## src/rtl/iomem_timer.sv

```systemverilog
// -----------------------------------------------------------------------------
// iomem_timer
//
// Memory-mapped timer/compare peripheral, responder on the SoC iomem_* bus.
// Provides a 16-bit prescaler feeding a 32-bit up-counter, a compare register
// with optional auto-reload, and a sticky match flag that drives a level irq.
//
// Register window (offset = iomem_addr[7:0]):
//   0x00 CTRL     [0] en, [1] autoreload, [2] irq_en
//   0x04 PRESCALE [15:0]
//   0x08 COUNT    [31:0] live counter, write loads
//   0x0C COMPARE  [31:0]
//   0x10 STATUS   [0] match_flag, write-1-to-clear (byte 0)
//   other offsets acknowledged, read 0, writes ignored
//
// Ports:
//   clk          rising-edge clock
//   resetn       asynchronous active-low reset
//   iomem_valid  request valid, held until iomem_ready
//   iomem_ready  one-cycle acknowledge
//   iomem_wstrb  byte write strobes, all zero = read
//   iomem_addr   byte address
//   iomem_wdata  write data
//   iomem_rdata  read data, zero except during iomem_ready
//   irq          level interrupt = match_flag & irq_en
// -----------------------------------------------------------------------------
module iomem_timer #(
  parameter logic [31:0] BASE_ADDR = 32'h0300_0000
) (
  input  logic        clk,
  input  logic        resetn,
  input  logic        iomem_valid,
  output logic        iomem_ready,
  input  logic [3:0]  iomem_wstrb,
  input  logic [31:0] iomem_addr,
  input  logic [31:0] iomem_wdata,
  output logic [31:0] iomem_rdata,
  output logic        irq
);

  // Register offsets inside the 256-byte window.
  localparam logic [7:0] OFF_CTRL     = 8'h00;
  localparam logic [7:0] OFF_PRESCALE = 8'h04;
  localparam logic [7:0] OFF_COUNT    = 8'h08;
  localparam logic [7:0] OFF_COMPARE  = 8'h0C;
  localparam logic [7:0] OFF_STATUS   = 8'h10;

  typedef struct packed {
    logic irq_en;
    logic autoreload;
    logic en;
  } ctrl_t;

  // Byte-lane merge used by every strobed 32-bit register.
  function automatic logic [31:0] merge32(input logic [31:0] old_v,
                                          input logic [31:0] new_v,
                                          input logic [3:0]  strb);
    logic [31:0] res;
    for (int b = 0; b < 4; b++) begin
      res[b*8 +: 8] = strb[b] ? new_v[b*8 +: 8] : old_v[b*8 +: 8];
    end
    return res;
  endfunction

  // ---------------------------------------------------------------------------
  // State
  // ---------------------------------------------------------------------------
  ctrl_t       r_ctrl;
  logic [15:0] r_prescale;
  logic [15:0] r_pcnt;
  logic [31:0] r_count;
  logic [31:0] r_compare;
  logic        r_match;
  logic        r_ready;
  logic [31:0] r_rdata;

  // ---------------------------------------------------------------------------
  // Bus decode
  // ---------------------------------------------------------------------------
  logic       w_sel;
  logic       w_acc;
  logic       w_wr;
  logic [7:0] w_off;
  logic       w_wr_ctrl;
  logic       w_wr_prescale;
  logic       w_wr_count;
  logic       w_wr_compare;
  logic       w_clr_match;

  assign w_sel = iomem_valid && (iomem_addr[31:8] == BASE_ADDR[31:8]);
  // The acknowledge edge: a selected request while no ready pulse is out.
  // Gating on !r_ready stops a held request from being taken twice.
  assign w_acc = w_sel && !r_ready;
  assign w_wr  = w_acc && (iomem_wstrb != 4'b0000);
  assign w_off = iomem_addr[7:0];

  assign w_wr_ctrl     = w_wr && (w_off == OFF_CTRL);
  assign w_wr_prescale = w_wr && (w_off == OFF_PRESCALE);
  assign w_wr_count    = w_wr && (w_off == OFF_COUNT);
  assign w_wr_compare  = w_wr && (w_off == OFF_COMPARE);
  assign w_clr_match   = w_wr && (w_off == OFF_STATUS) &&
                         iomem_wstrb[0] && iomem_wdata[0];

  // ---------------------------------------------------------------------------
  // Prescaler and counter
  // ---------------------------------------------------------------------------
  logic        w_tick;
  logic        w_match;
  logic [31:0] w_count_inc;

  // '>=' rather than '==': if PRESCALE is lowered below a running pcnt the
  // next tick comes immediately instead of after a 16-bit wrap. In steady
  // state pcnt never exceeds PRESCALE, so the two forms agree.
  assign w_tick      = r_ctrl.en && (r_pcnt >= r_prescale);
  assign w_match     = w_tick && (r_count == r_compare);
  assign w_count_inc = r_count + 32'd1;

  ctrl_t       w_ctrl_nxt;
  logic [15:0] w_prescale_nxt;
  logic [15:0] w_pcnt_nxt;
  logic [31:0] w_count_nxt;
  logic [31:0] w_compare_nxt;
  logic        w_match_nxt;
  logic [31:0] w_rdata_nxt;

  // NOTE: every output of this block gets a default first, so no path can
  // leave a signal unassigned and infer a latch.
  always_comb begin
    w_ctrl_nxt     = r_ctrl;
    w_prescale_nxt = r_prescale;
    w_pcnt_nxt     = r_pcnt;
    w_count_nxt    = r_count;
    w_compare_nxt  = r_compare;
    w_match_nxt    = r_match;

    if (w_wr_ctrl && iomem_wstrb[0]) begin
      w_ctrl_nxt = ctrl_t'(iomem_wdata[2:0]);
    end

    if (w_wr_prescale) begin
      if (iomem_wstrb[0]) w_prescale_nxt[7:0]  = iomem_wdata[7:0];
      if (iomem_wstrb[1]) w_prescale_nxt[15:8] = iomem_wdata[15:8];
    end

    if (w_wr_compare) begin
      w_compare_nxt = merge32(r_compare, iomem_wdata, iomem_wstrb);
    end

    // The enable seen here is the pre-write value, so a CTRL write that
    // clears en still lets this cycle's tick through.
    if (!r_ctrl.en) begin
      w_pcnt_nxt = 16'd0;
    end else if (w_tick) begin
      w_pcnt_nxt = 16'd0;
    end else begin
      w_pcnt_nxt = r_pcnt + 16'd1;
    end

    // A COUNT write overrides the tick's update; pcnt was already cleared
    // above by the same tick, so the new value gets a full prescale period.
    if (w_wr_count) begin
      w_count_nxt = merge32(r_count, iomem_wdata, iomem_wstrb);
    end else if (w_tick) begin
      if (w_match && r_ctrl.autoreload) begin
        w_count_nxt = 32'd0;
      end else begin
        w_count_nxt = w_count_inc;
      end
    end

    // Set has priority over a same-cycle write-1-to-clear.
    w_match_nxt = w_match || (r_match && !w_clr_match);
  end

  // Read mux on pre-write values; anything unmapped reads as zero.
  always_comb begin
    w_rdata_nxt = 32'd0;
    if (w_acc) begin
      case (w_off)
        OFF_CTRL:     w_rdata_nxt = {29'd0, r_ctrl};
        OFF_PRESCALE: w_rdata_nxt = {16'd0, r_prescale};
        OFF_COUNT:    w_rdata_nxt = r_count;
        OFF_COMPARE:  w_rdata_nxt = r_compare;
        OFF_STATUS:   w_rdata_nxt = {31'd0, r_match};
        default:      w_rdata_nxt = 32'd0;
      endcase
    end
  end

  // ---------------------------------------------------------------------------
  // Registers
  // ---------------------------------------------------------------------------
  // NOTE: sequential state uses non-blocking assignments so every flop
  // samples the values from before the edge, regardless of statement order.
  always_ff @(posedge clk or negedge resetn) begin
    if (!resetn) begin
      r_ctrl     <= '0;
      r_prescale <= 16'd0;
      r_pcnt     <= 16'd0;
      r_count    <= 32'd0;
      r_compare  <= 32'd0;
      r_match    <= 1'b0;
      r_ready    <= 1'b0;
      r_rdata    <= 32'd0;
    end else begin
      r_ctrl     <= w_ctrl_nxt;
      r_prescale <= w_prescale_nxt;
      r_pcnt     <= w_pcnt_nxt;
      r_count    <= w_count_nxt;
      r_compare  <= w_compare_nxt;
      r_match    <= w_match_nxt;
      r_ready    <= w_acc;
      r_rdata    <= w_rdata_nxt;
    end
  end

  assign iomem_ready = r_ready;
  assign iomem_rdata = r_rdata;
  assign irq         = r_match && r_ctrl.irq_en;

endmodule
```

## config.mk

```make
export PLATFORM = sky130hd
export DESIGN_NAME = iomem_timer
export DESIGN_NICKNAME = d
export VERILOG_FILES = /design/src/rtl/iomem_timer.sv
export SDC_FILE = /design/constraint.sdc
export NUM_CORES = 1
export LEC_CHECK = 0
export BUFFER_PORTS_ARGS = -buffer_cell sky130_fd_sc_hd__buf_2
export CAP_MARGIN = 20
export CORE_UTILIZATION = 30
export DETAILED_ROUTE_END_ITERATION = 12
export PLACE_DENSITY = 0.46
export SLEW_MARGIN = 0
export SYNTH_ARGS = -nofsm -noshare
export SYNTH_HDL_FRONTEND = slang
export SYNTH_SLANG_ARGS = --single-unit
export TNS_END_PERCENT = 30
```

## constraint.sdc

```tcl
create_clock -name clk -period 2.4 [get_ports clk]
set_input_delay 0.24 -clock clk [delete_from_list [all_inputs] [get_ports clk]]
set_output_delay 0.24 -clock clk [all_outputs]
set_load 0.005 [all_outputs]
```

* After elaboration in Yosys (flattened, before gate mapping)
Index checks and enable logic that the tools add are counted.
Word-level totals: flip-flop bits (word level) 133, bits in latches 0, memory bits (writable) 0, output and inout port bits 34, bits in read-only memories 0, logic and storage cells 73, input port bits 71, memories 0
Cells by class: $mul 0, reductions and logical operators 32, equality and inequality tests 10, shift-type cells 0, magnitude comparators 1, multiplexer cells 11, divide/modulo/power cells 0, bitwise logic cells 0, add/subtract/negate cells 2
Operators with widths (count):
- one-hot mux 32 bit (5 select lines) | 1
- two-way mux 32 bit | 4
- adder 32 x 1 -> 32 bit, second input constant | 1
- equality test 32 bit | 1
- two-way mux 16 bit | 2
- two-way mux 8 bit | 4
- equality test 24 x 18 -> 1 bit, second input constant | 1
- AND reduction 2 bit | 10
- adder 16 x 1 -> 16 bit, second input constant | 1
- equality test 8 x 4 -> 1 bit, second input constant | 2
- greater-or-equal comparator 16 bit | 1
- logical AND 1 bit | 16
- equality test 8 x 3 -> 1 bit, second input constant | 1
- equality test 8 x 5 -> 1 bit, second input constant | 1
- zero test 8 bit | 1
- != test 2 bit, second input constant | 4
- nonzero test 4 bit | 1
- zero test 1 bit | 2
- nonzero test 2 bit | 1
- logical OR 1 bit | 1

* Depth between registers and ports, before layout
depth after elaboration 10, gate-level depth with buffers 10

* Worst setup path after synthesis
Ideal clock, no wire load.
path type register to register, start register r_pcnt[0], end register r_count[22], slack -0.212 ns, stages on the path, launching flop included 11, data arrival time 2.548 ns, path buffers 1, cells stage by stage dfrtp_1 > inv_1 > ha_1 > nand2b_4 > a2111o_1 > a311oi_4 > a2111oi_4 > a21o_4 > buf_8 > o41ai_2 > a21o_1
Between the ends: cells in the longest elaborated chain, start to end 7, elaborated cells between the ends (all ways) 9
Ends and longest elaborated chain:
- start: declaration | line 70 | logic [15:0] r_pcnt;
- start signal: assignment | line 208 | r_pcnt <= w_pcnt_nxt;
- greater-or-equal comparator 16 bit * | line 114 | assign w_tick = r_ctrl.en && (r_pcnt >= r_prescale);
- logical AND 1 bit * | line 114
- logical AND 1 bit | line 115 | assign w_match = w_tick && (r_count == r_compare);
- logical AND 1 bit | line 164 | if (w_match && r_ctrl.autoreload) begin
- two-way mux 32 bit | line 164
- two-way mux 32 bit | line 163 | end else if (w_tick) begin
- two-way mux 32 bit | line 161 | if (w_wr_count) begin
- end signal: assignment | line 209 | r_count <= w_count_nxt;
- end: declaration | line 71 | logic [31:0] r_count;
Mark *: on every way between the ends. The rest lies on a longest branch, timed or not. The select of a mux whose other input is x is not followed. A chain may end at the register's enable or synchronous reset.

* Worst setup path in the final report
start register r_pcnt[9], end register r_count[29]
The elaborated chain is that of the path after synthesis.

==> key figures <==
Setup path
  – Critical Path Source: r_pcnt[9]$_DFF_PN0_
  – Arr. time, crit path: 2.95 ns
  – Setup CP Type: flop to flop
  – Crit start category: flop
  – R2r endpoint: r_count[29]$_DFFE_PN0P_
  – Critical Path Sink Type: flop
  – Reg2reg start: r_pcnt[9]$_DFF_PN0_
  – Worst Path Max Fanout: 7
  – Data required, critical path: 2.71 ns
  – Worst R2R Path Depth: 11
  – Reg2Reg Setup Slack: -0.24 ns

Pwr
  – Switch Pwr: 1.13 mW
  – Pwr Total: 5.09 mW
  – Pwr Density: 512 mW/mm^2
  – Clk pwr share: 52.0%
  – Static leakage: 4.91 nW
  – Internal: 3.96 mW
  – Max VDD drop: 0.368 mV
  – Logic pwr share: 3.9%
  – Switch share: 22.3%
  – Sequential power share: 44.1%

Synthesis
  – Avg Cell Area, Syn: 10.4 um^2
  – Synth Net Count: 787
  – Synth cell types: 58
  – Async SR Flop Fraction: 100%
  – Most used DFF post-synth: dfrtp_1
  – Mapped Area: 0.00724 mm^2
  – Mapped Cells: 698
  – #FFs+latches synth: 133
  – Synth warn: 0
  – Seq/Total Area, Yosys: 46.0%
  – Number of flops mapped to enable cells by yosys: 0

Timing
  – Setup TNS: -4.90 ns
  – Fin crit period: 2.64 ns
  – Max Slew Vio Count: 0
  – Slew margin rel.: 57.5%
  – Fin Clk Skew: 0.0148 ns
  – Fin crit share: 110%
  – Fmax: 378 MHz
  – Final setup fails: 32
  – Slack of the critical path: -0.245 ns
  – Slew @ Worst Pin: 0.638 ns
  – Fin. Hold Viols: 0
  – WHS: 0.0603 ns
  – RSZ-0062 raised after global routing: yes

Routing
  – Vias per inst: 4.98
  – DR pass1 iterations: 5
  – Post-route ant nets: 0
  – Vias: 6218
  – WL final: 22700 um
  – Residual DRC: 0
  – DR WL/cell: 18.2 um
  – Initial DRC Count: 278

Clock network
  – Root Driver: clkbuf_16
  – Reg clk slew, reported paths: 0.07 ns
  – H-tree levels: 4
  – CTS tree: built
  – Worst-Skew Late Latency: 0.43 ns
  – Clock Tree Buf Depth: 2
  – Total CTS buffers: 17
  – Sink Count: 133

Global route
  – Gr ovfl total: 0
  – Vias in the first global route: 6277
  – First-pass GRT wire length: 35200 um
  – Pin count of the biggest net entering global routing: 65
  – Total GRT Usage: 19.1%
  – Initial antenna violation count: 0

Placement
  – Gp weighted congestion: 0.874
  – HPWL after DPL: 16800 um
  – Cell Area, Placed: 0.00891 mm^2
  – IO Port Bufs: 104
  – Placed insts: 1203
  – Worst slack, placed: -0.329 ns

Die
  – Core ar.: 0.0235 mm^2
  – Die H: 157 um
  – Ports: 105
  – Core Rows: 56
  – DIE WIDTH: 157 um
  – Initial Util: 30.7%
  – Die area: 0.0247 mm^2

Cells and area
  – Number of diodes: 0
  – Most frequent cells in the layout: 133 x dfrtp_1, 111 x buf_4, 103 x buf_2
  – Layout cells sized above 1: 39.4%
  – Core Util, Final: 42.2%
  – Cell area after layout: 0.00993 mm^2
  – Most common cell after layout, fill and taps aside: dfrtp_1
  – Non-filler cells, final: 1248
  – Fillcell total: 2378
  – Synth-to-layout area growth: 37.3%
  – Nets: 1005

Run
  – Max cap viols: 0

Worst hold path
  – Hold path depth: 2
  – Min-delay worst type: primary input to flop
  – Worst hold start: iomem_wdata[25]
  – Hold endpoint: r_compare[25]$_DFFE_PN0P_

Status
  – Violated checks: negative setup slack
  – Status: finished, violations left
==> layout make-up <==
type | instances | area (um^2) | area share [%]
clock buffers | 25 | 495 | 4.99
clock inverters | 7 | 95.1 | 0.957
inverters | 39 | 146 | 1.47
multi-input cells | 495 | 3830 | 38.6
flip-flops and latches | 133 | 3330 | 33.5
well taps | 319 | 399 | 4.02
repair buffers | 230 | 1640 | 16.5
==> how the worst max path moves through the flow <==
| stage | to | slack, ns | cells past startpoint |
|---|---|---|---|
| final | r_count[29]$_DFFE_PN0P_ | -0.24 | 11 |
| after global routing | r_count[26]$_DFFE_PN0P_ | -0.34 | 12 |
| after CTS | r_count[29]$_DFFE_PN0P_ | -0.26 | 10 |
| after detailed placement | r_count[29]$_DFFE_PN0P_ | -0.33 | 9 |
| after global placement | r_count[29]$_DFFE_PN0P_ | -0.28 | 8 |
| after floorplan | r_count[27]$_DFFE_PN0P_ | -0.14 | 10 |
==> Yosys cell counts (all sizes together), types with 2 or more instances <==
cell,number,area [um^2]
ha,18,225
dfrtp,133,3330
mux2i,3,55.1
o41ai,12,150
o22ai,17,106
xor2,42,368
a21oi,26,149
o21ai,18,90.1
xnor2,4,35.0
and2,3,18.8
a32oi,9,78.8
nand2b,3,26.3
inv,39,146
clkbuf,15,56.3
nor2,63,236
mux2,51,574
or4,2,18.8
a22oi,37,278
and3,13,81.3
o21ba,3,30.0
nor4,14,87.6
and4,4,35.0
nand2,37,139
buf,17,126
nand4,13,81.3
nor3,8,51.3
a221oi,3,26.3
nand3,49,245
a21o,26,204
a222oi,2,20.0
==> flip-flops by register name, indices dropped and copies added (netlist names) <==
signal,flops
r_compare,32
iomem_ready,1
r_count,32
r_ctrl,3
iomem_rdata,32
r_pcnt,16
r_match,1
r_prescale,16
==> power by group through the flow <==
stage | Combinational, mW | Sequential [mW] | Clock, mW
after global placement | 0.199 | 2.28 | 0
after detailed placement | 0.199 | 2.28 | 0
after floorplan | 0.0433 | 2.28 | 0
final | 0.199 | 2.24 | 2.65
after CTS | 0.203 | 2.24 | 2.70
after global routing | 0.219 | 2.24 | 2.80
==> worst max-delay path: stages, from the launching register on <==
cell	delay (ns)
dfrtp_1	0.41
ha_4	0.28
nand4_1	0.14
nor3_2	0.19
buf_4	0.15
a311oi_4	0.12
a2111oi_4	0.48
a21oi_4	0.14
buf_6	0.17
buf_12	0.13
a21o_1	0.15
a21o_1	0.17
==> repair_timing <==
action / 4_1_cts / 5_1_grt
hold buffers: 1 / 0
setup endpoints to repair: 32 / 48
pin swaps: 27 / 20
endpoints found under the hold margin: 61 / 0
gates cloned: 3 / 1
resized for setup: 18 / 31
setup buffers: 7 / 2
==> per-layer routing <==
| layer | track usage [%] | part of all wire, % |
|---|---|---|
| met1 | 24.9 | 46 |
| met2 | 32.4 | 50 |
| met3 | 3.33 | 2.6 |
| met4 | 5.50 | 1.5 |
| met5 | 0 | 0 |
==> kinds of logic (layout without fill, tap and decap cells) <==
family | after synthesis | after routing | share of synthesized area, %
compound gates | 161 | 162 | 17.1
xor+xnor | 46 | 46 | 5.57
fa+ha+maj | 18 | 18 | 3.11
buf+inv | 71 | 301 | 4.55
flops | 133 | 133 | 46.0
mux | 54 | 54 | 8.70
simple gates | 215 | 215 | 15.0
No activity file was read; power rests on OpenSTA's default activity.
